==> src/rtl/inst_pkg.sv <==
// Shared types, opcode constants and RV32I field-packing helpers for the instruction encoder.
package inst_pkg;

   localparam int unsigned XLEN  = 32;
   localparam int unsigned FMT_W = 4;

   // Field-bundle format selector; codes above FMT_MRET are illegal.
   typedef enum logic [FMT_W-1:0] {
      FMT_R    = 4'd0,
      FMT_I    = 4'd1,
      FMT_S    = 4'd2,
      FMT_B    = 4'd3,
      FMT_U    = 4'd4,
      FMT_J    = 4'd5,
      FMT_LI   = 4'd6,
      FMT_CSR  = 4'd7,
      FMT_MRET = 4'd8
   } fmt_t;

   // LI expansion state.
   typedef enum logic {
      ST_IDLE  = 1'b0,
      ST_LI_LO = 1'b1
   } li_state_t;

   localparam logic [6:0]      OP_LUI    = 7'b0110111;
   localparam logic [6:0]      OP_IMM    = 7'b0010011;
   localparam logic [6:0]      OP_SYSTEM = 7'b1110011;
   localparam logic [XLEN-1:0] MRET_WORD = 32'h3020_0073;

   // One output-buffer entry.
   typedef struct packed {
      logic            last;
      logic [XLEN-1:0] instr;
   } skid_ent_t;

   function automatic logic [XLEN-1:0] pack_r(input logic [6:0] funct7, input logic [4:0] rs2,
                                              input logic [4:0] rs1, input logic [2:0] funct3,
                                              input logic [4:0] rd, input logic [6:0] opcode);
      return {funct7, rs2, rs1, funct3, rd, opcode};
   endfunction

   function automatic logic [XLEN-1:0] pack_i(input logic [11:0] imm, input logic [4:0] rs1,
                                              input logic [2:0] funct3, input logic [4:0] rd,
                                              input logic [6:0] opcode);
      return {imm, rs1, funct3, rd, opcode};
   endfunction

   function automatic logic [XLEN-1:0] pack_s(input logic [11:0] imm, input logic [4:0] rs2,
                                              input logic [4:0] rs1, input logic [2:0] funct3,
                                              input logic [6:0] opcode);
      return {imm[11:5], rs2, rs1, funct3, imm[4:0], opcode};
   endfunction

   // Branch offsets are even, so bit 0 is never encoded.
   function automatic logic [XLEN-1:0] pack_b(input logic [12:1] imm, input logic [4:0] rs2,
                                              input logic [4:0] rs1, input logic [2:0] funct3,
                                              input logic [6:0] opcode);
      return {imm[12], imm[10:5], rs2, rs1, funct3, imm[4:1], imm[11], opcode};
   endfunction

   function automatic logic [XLEN-1:0] pack_u(input logic [31:12] imm, input logic [4:0] rd,
                                              input logic [6:0] opcode);
      return {imm, rd, opcode};
   endfunction

   // Jump offsets are even, so bit 0 is never encoded.
   function automatic logic [XLEN-1:0] pack_j(input logic [20:1] imm, input logic [4:0] rd,
                                              input logic [6:0] opcode);
      return {imm[20], imm[10:1], imm[11], imm[19:12], rd, opcode};
   endfunction

   function automatic logic [XLEN-1:0] pack_csr(input logic [11:0] csr, input logic [4:0] rs1,
                                                input logic [2:0] funct3, input logic [4:0] rd);
      return {csr, rs1, funct3, rd, OP_SYSTEM};
   endfunction

endpackage

==> src/rtl/inst_skid.sv <==
// Shifting output buffer of {last,instr}; head entry drives the outputs straight from flops.
module inst_skid
   import inst_pkg::*;
#(
   parameter int unsigned SKID_DEPTH = 2
) (
   input  logic      clk,
   input  logic      rst_n,
   input  logic      push,
   input  skid_ent_t push_ent,
   output logic      push_ok_c,
   output logic      room_d_c,
   output logic      out_valid,
   output skid_ent_t out_ent,
   input  logic      out_ready
);

   logic [SKID_DEPTH-1:0] vld_q;
   logic [SKID_DEPTH-1:0] vld_d;
   skid_ent_t             ent_q [SKID_DEPTH];
   skid_ent_t             ent_d [SKID_DEPTH];
   logic                  pop;
   logic                  placed;

   // A push is safe when a slot is free or the head leaves this cycle (full push+pop stays full).
   assign pop       = vld_q[0] && out_ready;
   assign push_ok_c = !vld_q[SKID_DEPTH-1] || pop;

   // Shift out the head on pop, then drop a push into the lowest free slot.
   always_comb begin
      vld_d  = vld_q;
      ent_d  = ent_q;
      placed = 1'b0;
      if (pop) begin
         for (int i = 0; i < int'(SKID_DEPTH) - 1; i++) begin
            vld_d[i] = vld_q[i+1];
            ent_d[i] = ent_q[i+1];
         end
         vld_d[SKID_DEPTH-1] = 1'b0;
         ent_d[SKID_DEPTH-1] = '0;
      end
      if (push && push_ok_c) begin
         for (int i = 0; i < int'(SKID_DEPTH); i++) begin
            if (!placed && !vld_d[i]) begin
               vld_d[i] = 1'b1;
               ent_d[i] = push_ent;
               placed   = 1'b1;
            end
         end
      end
   end

   // Guaranteed free slot next cycle regardless of what the consumer does then.
   assign room_d_c = !vld_d[SKID_DEPTH-1];

   // Buffer storage.
   always_ff @(posedge clk or negedge rst_n) begin
      if (!rst_n) begin
         vld_q <= '0;
         for (int i = 0; i < int'(SKID_DEPTH); i++) begin
            ent_q[i] <= '0;
         end
      end else begin
         vld_q <= vld_d;
         ent_q <= ent_d;
      end
   end

   assign out_valid = vld_q[0];
   assign out_ent   = ent_q[0];

endmodule

==> src/rtl/inst_encoder.sv <==
// Packs decoded instruction fields into RV32I words; expands LI into LUI+ADDI.
// Optional build macro INST_ENC_SYSTEM_EN adds CSR and MRET encodings (illegal otherwise).
module inst_encoder
   import inst_pkg::*;
#(
   parameter int unsigned SKID_DEPTH = 2
) (
   input  logic        CLK,
   input  logic        RSTn,
   input  logic        IN_VALID,
   output logic        IN_READY,
   input  logic [3:0]  IN_FMT,
   input  logic [6:0]  IN_OPCODE,
   input  logic [2:0]  IN_FUNCT3,
   input  logic [6:0]  IN_FUNCT7,
   input  logic [4:0]  IN_RD,
   input  logic [4:0]  IN_RS1,
   input  logic [4:0]  IN_RS2,
   input  logic [31:0] IN_IMM,
   output logic        OUT_VALID,
   input  logic        OUT_READY,
   output logic [31:0] OUT_INSTR,
   output logic        OUT_LAST,
   output logic        ERR
);

   li_state_t   state_q, state_d;
   logic        in_ready_q, in_ready_d;
   logic        err_q, err_d;
   logic [4:0]  li_rd_q, li_rd_d;
   logic [11:0] li_lo_q, li_lo_d;

   fmt_t        fmt;
   logic        accept;
   logic [19:0] li_hi;
   logic        push;
   skid_ent_t   push_ent;
   logic        push_ok_c;
   logic        room_d_c;
   skid_ent_t   out_ent;

   assign fmt    = fmt_t'(IN_FMT);
   assign accept = IN_VALID && in_ready_q;
   // Upper LI part rounds up when the sign-extended low 12 bits are negative.
   assign li_hi  = IN_IMM[31:12] + 20'(IN_IMM[11]);

   // Pack mux, LI expansion and illegal-format detection.
   always_comb begin
      state_d  = state_q;
      li_rd_d  = li_rd_q;
      li_lo_d  = li_lo_q;
      err_d    = 1'b0;
      push     = 1'b0;
      push_ent = '0;
      case (state_q)
         ST_IDLE: begin
            if (accept) begin
               push          = 1'b1;
               push_ent.last = 1'b1;
               case (fmt)
                  FMT_R: push_ent.instr = pack_r(IN_FUNCT7, IN_RS2, IN_RS1, IN_FUNCT3, IN_RD, IN_OPCODE);
                  FMT_I: push_ent.instr = pack_i(IN_IMM[11:0], IN_RS1, IN_FUNCT3, IN_RD, IN_OPCODE);
                  FMT_S: push_ent.instr = pack_s(IN_IMM[11:0], IN_RS2, IN_RS1, IN_FUNCT3, IN_OPCODE);
                  FMT_B: push_ent.instr = pack_b(IN_IMM[12:1], IN_RS2, IN_RS1, IN_FUNCT3, IN_OPCODE);
                  FMT_U: push_ent.instr = pack_u(IN_IMM[31:12], IN_RD, IN_OPCODE);
                  FMT_J: push_ent.instr = pack_j(IN_IMM[20:1], IN_RD, IN_OPCODE);
                  FMT_LI: begin
                     if (li_hi == 20'd0) begin
                        push_ent.instr = pack_i(IN_IMM[11:0], 5'd0, 3'b000, IN_RD, OP_IMM);
                     end else if (IN_IMM[11:0] == 12'd0) begin
                        push_ent.instr = pack_u(li_hi, IN_RD, OP_LUI);
                     end else begin
                        push_ent.instr = pack_u(li_hi, IN_RD, OP_LUI);
                        push_ent.last  = 1'b0;
                        state_d        = ST_LI_LO;
                        li_rd_d        = IN_RD;
                        li_lo_d        = IN_IMM[11:0];
                     end
                  end
`ifdef INST_ENC_SYSTEM_EN
                  FMT_CSR:  push_ent.instr = pack_csr(IN_IMM[11:0], IN_RS1, IN_FUNCT3, IN_RD);
                  FMT_MRET: push_ent.instr = MRET_WORD;
`endif
                  default: begin
                     push  = 1'b0;
                     err_d = 1'b1;
                  end
               endcase
            end
         end
         ST_LI_LO: begin
            if (push_ok_c) begin
               push           = 1'b1;
               push_ent.last  = 1'b1;
               push_ent.instr = pack_i(li_lo_q, li_rd_q, 3'b000, li_rd_q, OP_IMM);
               state_d        = ST_IDLE;
            end
         end
         default: state_d = ST_IDLE;
      endcase
   end

   // Accept only when idle and a slot is guaranteed free next cycle.
   assign in_ready_d = (state_d == ST_IDLE) && room_d_c;

   // Control state registers.
   always_ff @(posedge CLK or negedge RSTn) begin
      if (!RSTn) begin
         state_q    <= ST_IDLE;
         in_ready_q <= 1'b0;
         err_q      <= 1'b0;
         li_rd_q    <= '0;
         li_lo_q    <= '0;
      end else begin
         state_q    <= state_d;
         in_ready_q <= in_ready_d;
         err_q      <= err_d;
         li_rd_q    <= li_rd_d;
         li_lo_q    <= li_lo_d;
      end
   end

   inst_skid #(
      .SKID_DEPTH(SKID_DEPTH)
   ) u_skid (
      .clk       (CLK),
      .rst_n     (RSTn),
      .push      (push),
      .push_ent  (push_ent),
      .push_ok_c (push_ok_c),
      .room_d_c  (room_d_c),
      .out_valid (OUT_VALID),
      .out_ent   (out_ent),
      .out_ready (OUT_READY)
   );

   assign IN_READY  = in_ready_q;
   assign OUT_INSTR = out_ent.instr;
   assign OUT_LAST  = out_ent.last;
   assign ERR       = err_q;

endmodule

==> config.mk <==
export PLATFORM = sky130hd
export DESIGN_NAME = inst_encoder
export DESIGN_NICKNAME = d
export VERILOG_FILES = /design/src/rtl/inst_pkg.sv /design/src/rtl/inst_skid.sv /design/src/rtl/inst_encoder.sv
export SDC_FILE = /design/constraint.sdc
export NUM_CORES = 1
export LEC_CHECK = 0
export CAP_MARGIN = 20
export CORE_ASPECT_RATIO = 0.5
export CORE_MARGIN = 10
export CORE_UTILIZATION = 55
export DETAILED_ROUTE_END_ITERATION = 7
export PLACE_DENSITY = 0.81
export SLEW_MARGIN = 40
export SYNTH_ARGS = -nofsm -noshare
export SYNTH_HDL_FRONTEND = slang
export SYNTH_SLANG_ARGS = --single-unit
==> constraint.sdc <==
create_clock -name CLK -period 6.2 [get_ports CLK]
set_input_delay 0.62 -clock CLK [delete_from_list [all_inputs] [get_ports CLK]]
set_output_delay 0.62 -clock CLK [all_outputs]
set_load 0.01 [all_outputs]
Yosys cells after proc, flatten, opt, wreduce, memory -nomap -nowiden:

Index checks and enable logic that the tools add are counted.

* bits in registers: 88
* input bits: 72
* output and inout bits: 36
* word-level logic and storage cells: 66

* add/subtract/negate cells: 1
* equality and inequality tests: 6
* mux-type cells: 30
* bitwise logic cells: 4
* reductions and logical operators: 15

Operators with widths (count)
* one-hot mux 32 bit (7 select lines): 1
* 2-to-1 mux 33 bit: 4
* 2-to-1 mux 66 bit: 2
* one-hot mux 33 bit (2 select lines): 1
* 2-to-1 mux 32 bit: 1
* adder 20 x 1 -> 20 bit: 1
* logical NOT 20 bit: 1
* 2-to-1 mux 1 bit: 17
* equality test 4 x 3 -> 1 bit, second input constant: 3
* logical NOT 12 bit: 1
* equality test 4 x 2 -> 1 bit, second input constant: 2
* OR reduction 7 bit: 1
* logical AND 1 bit: 5
* AND reduction 5 bit: 1
* equality test 4 x 1 -> 1 bit, second input constant: 1
* logical NOT 1 bit: 4
* logical NOT 4 bit: 1
* 2-to-1 mux 2 bit: 2
* NOT 1 bit: 4
* one-hot mux 1 bit (2 select lines): 2
* logical OR 1 bit: 1

Depth between registers and ports, before layout:

* word-level depth: 13
* gate-level depth with buffers: 12
* mapped depth without buffers: 9

Hierarchy:

Synthesis repeated with hierarchy kept, for this count alone.

* cell total of the unflattened synthesis: 640
* area total of the unflattened synthesis: 5952.0 µm²

By module, submodules not included
* inst_skid: instances 1, cells each 293, area each 3360.7 µm², seq. area each 1701.6 µm²
* inst_encoder: instances 1, cells each 347, area each 2591.2 µm², seq. area each 500.5 µm²

Least setup slack after synthesis:

OpenSTA, ideal clock, no wires.

* kind: input-to-reg
* start point: input IN_IMM[11]
* end point: register li_lo_q[10]
* library setup time: 0.125 ns
* arrival: 3.491 ns
* data required time: 6.075 ns
* slack: 2.584 ns
* stages: 11
* path buffers: 2
* cell sequence: ha_1 -> ha_1 -> buf_6 -> a211o_1 -> a211o_1 -> a32o_1 -> or4_4 -> nor4_4 -> a21oi_2 -> buf_6 -> mux2_4

* longest elaborated chain between the ends: 4
* elaborated cells on any way between the ends: 6
* classes of those cells: add/sub: 1; bitwise: 2; reduce/logical: 3

Ends and longest elaborated chain
* from (decl): line inst_encoder.sv:19 `input logic [31:0] IN_IMM,`
* adder 20 x 1 -> 20 bit: line inst_encoder.sv:45 `assign li_hi = IN_IMM[31:12] + 20'(IN_IMM[11]);`
* logical NOT 20 bit: line inst_encoder.sv:68 `if (li_hi == 20'd0) begin`
* NOT 1 bit (no line)
* AND reduction 5 bit (no line) *
* to (signal assigned): line inst_encoder.sv:119 `li_lo_q <= li_lo_d;`
* to (decl): line inst_encoder.sv:31 `logic [11:0] li_lo_q, li_lo_d;`

Every way passes the cells marked *; elsewhere a longest branch is shown, timed or not.
A chain may end at the register's enable or synchronous reset.

Worst setup path after layout:

* start point: input IN_IMM[11]
* end point: register li_lo_q[9]

Same word-level chain as after synthesis.

==> metrics <==
power share of the combinational group=36.1%; final worst slack=1890 ps; grt total ovfl=0; synth unique cells=56; cts hold-fix bufs=0; commonest non-fill, non-tap cell in the layout=nand2_1; Die Y-Extent=92.2 um; reg2reg setup slack=3150 ps; Mapped Area=5730 um2; fin crit share=69.5%; CP endpoint=li_lo_q[9]$_DFFE_PN0P_; Warnings, synthesis=0; Post-synth ARST share=100%; initial antenna violation count=0; # port buffers=107; first-pass GRT wire length=29.2 mm; worst setup path start=IN_IMM[11]; Post-Place Setup Slack=1600 ps; Fillers=850; pwr/cell area=317 nW/um2; post-layout power=2.20 mW; Worst-Margin Slew=768 ps; Final Hold Fails=0; CTS buffer count=9; drt via density=6.41; skew final=4.24 ps; Core Box Area=10200 um2; DR WL/cell=20.3 um; vias=5685; Syn-to-layout area delta=21.0%; Fin Hold WS=97.5 ps; CP arrival=4530 ps; status=finished clean; Post-DRT Antenna Nets=0; Synth area leaders=dfrtp_1, nand2_1, a21oi_1, buf_4, nand3_1; vias in the first global route=5486; min cycle time layout=4310 ps; sw frac=33.7%; maximum VDD drop=0.000166 V; CP Data Required Time=6430 ps; final instance area=6930 um2; die area=15100 um2; dpl cells=871; Syn Nets=772; Clock Power Share=26.0%; Post-synth top flop=dfrtp_1; DRC=0; Pint=1.46 mW; reg2reg end=li_lo_q[6]$_DFFE_PN0P_; crit path launch type=input port; Final nets=816; slew margin rel.=48.8%; post-CTS sizing=0; DRT Wirelength=18.0 mm; H-tree lvl count=3; CP endpoint kind=register; Fmax achieved=0.232 GHz; clk_lat worst skew=340 ps; DP Area=6610 um2; # setup viols final=0; largest net degree at the start of global routing=81; Clock transition at path regs=70 ps; Seq/Total Area, Yosys=38.4%; first-pass iteration count of the detailed router=5; Ports=108; Reg power frac=37.9%; worst min-delay path category=input port to async pin; most frequent cells in the layout=nand2_1, clkdlybuf4s50_1, dfrtp_1; Post-synth EDFFs=0; area leader, netlist=dfrtp_1; CP max FO=15; Worst R2R Start=state_q$_DFF_PN0_; initial core utilization=56.3%; Worst Reg2Reg Path Length in Cells=8; Crit Path Class=input port to register; Max Cap Viol=0; cell count after synthesis=698; max-slew violation count=0; Final GP Congestion=0.921; aggregate global-route resource usage=23.5%; Non-Filler Instances=887; Post-CTS Setup Bufs=0; Sinks on Clock Net=88; Synth Register Bits=88; standard-cell rows=26; Mean Syn Cell Area=8.21 um2; DP Wirelength=12.9 mm; Iteration-0 DRC Markers=612; die width=164 um; Antenna diodes=0; Net Sw Power=0.741 mW; CTS tree=done; unrepaired setup endpoints after global routing=false; CTS max path bufs=2; LEAKAGE=2.81 nW; layout cells sized above 1=9.10%; Yosys top cell area share=38.4%; Final Util=68.1%; TNS Setup=0 ps; root buffer cell=clkbuf_16
==> sequential cells by signal (all words and copies together), names as in the netlist <==
signal	flops
IN_READY	1
u_skid.ent_q	33
state_q	1
u_skid.out_ent	33
li_lo_q	12
u_skid.vld_q	2
ERR	1
li_rd_q	5
==> how the worst min path moves through the flow <==
stage	end	slack [ps]
5_1_grt	u_skid.out_ent[28]$_DFF_PN0_	100
2_1_floorplan	ERR$_DFF_PN0_	320
6_report	u_skid.out_ent[28]$_DFF_PN0_	100
4_1_cts	u_skid.out_ent[28]$_DFF_PN0_	90
3_3_place_gp	u_skid.ent_q[28]$_DFF_PN0_	450
3_5_place_dp	u_skid.out_ent[28]$_DFF_PN0_	450
==> synth_stat cells (3+ instances only) <==
library cell / instances
nand2_1: 113
dfrtp_1: 88
a21oi_1: 54
nand3_1: 46
o21ai_0: 44
clkbuf_1: 38
nor2_1: 38
buf_4: 32
a31oi_1: 23
and3_1: 15
mux2_2: 15
nor3_1: 15
o31ai_1: 14
buf_2: 13
a22oi_1: 12
and2_1: 12
nor4_1: 11
mux2_4: 8
nand4_1: 8
inv_1: 7
xnor2_1: 7
a211oi_1: 6
o41ai_1: 6
a41oi_1: 5
mux2i_1: 5
a211o_1: 4
a2bb2oi_1: 4
o21a_1: 4
or3_1: 4
a21o_1: 3
a221oi_1: 3
a311oi_1: 3
buf_1: 3
or2_2: 3
xor2_1: 3
==> kinds of logic (layout without fill, tap and decap cells) <==
| group | after synthesis | after routing | synth area share, % |
|---|---|---|---|
| AOI/OAI and AO/OA | 199 | 199 | 22.1 |
| DFF | 88 | 88 | 38.4 |
| and+or+nand+nor | 276 | 276 | 22.8 |
| xor gates and xnor gates | 10 | 10 | 1.53 |
| buffers and inverters | 95 | 144 | 8.86 |
| adders and majority gates | 2 | 2 | 0.437 |
| muxes | 28 | 28 | 5.92 |
==> metal layers <==
layer / wire, um / track usage, % / vias to the layer above / part of all wire [%]
met3: 1760 / 4.37 / 26 / 9.7
met5: 0 / 0 / - / 0
met2: 8060 / 35.5 / 329 / 45
met4: 267 / 6.36 / 0 / 1.5
li1: - / - / 2581 / -
met1: 7940 / 33.6 / 2749 / 44
==> power groups by stage <==
stage               sequential, mW  combinational [mW]  clock [mW]
global route                 0.850               0.866       0.599
detailed placement           0.838               0.788           0
finish                       0.832               0.794       0.571
global placement             0.832               0.774           0
floorplan                    0.809               0.556           0
CTS                          0.830               0.794       0.577
==> final cells by class <==
| cell class | count | area, um2 | share of cell area [%] |
|---|---|---|---|
| multi-input cells | 515 | 3040 | 43.8 |
| flip-flops and latches | 88 | 2200 | 31.8 |
| repair buffers | 121 | 1180 | 17.0 |
| clock buffers | 10 | 239 | 3.45 |
| well taps | 140 | 175 | 2.53 |
| clock inverters | 6 | 75.1 | 1.08 |
| inverters | 7 | 26.3 | 0.379 |
==> worst max-delay path: stages <==
cell and delay, ps:
clkdlybuf4s50_1 670, ha_1 270, ha_1 340, nand2_1 160, or3_1 480, o21a_1 220, or4_1 590, nor4_4 150
buf_4 250, a21oi_2 200, buf_4 260, mux2_4 310
Note: power is estimated with default switching activity, not from simulation.
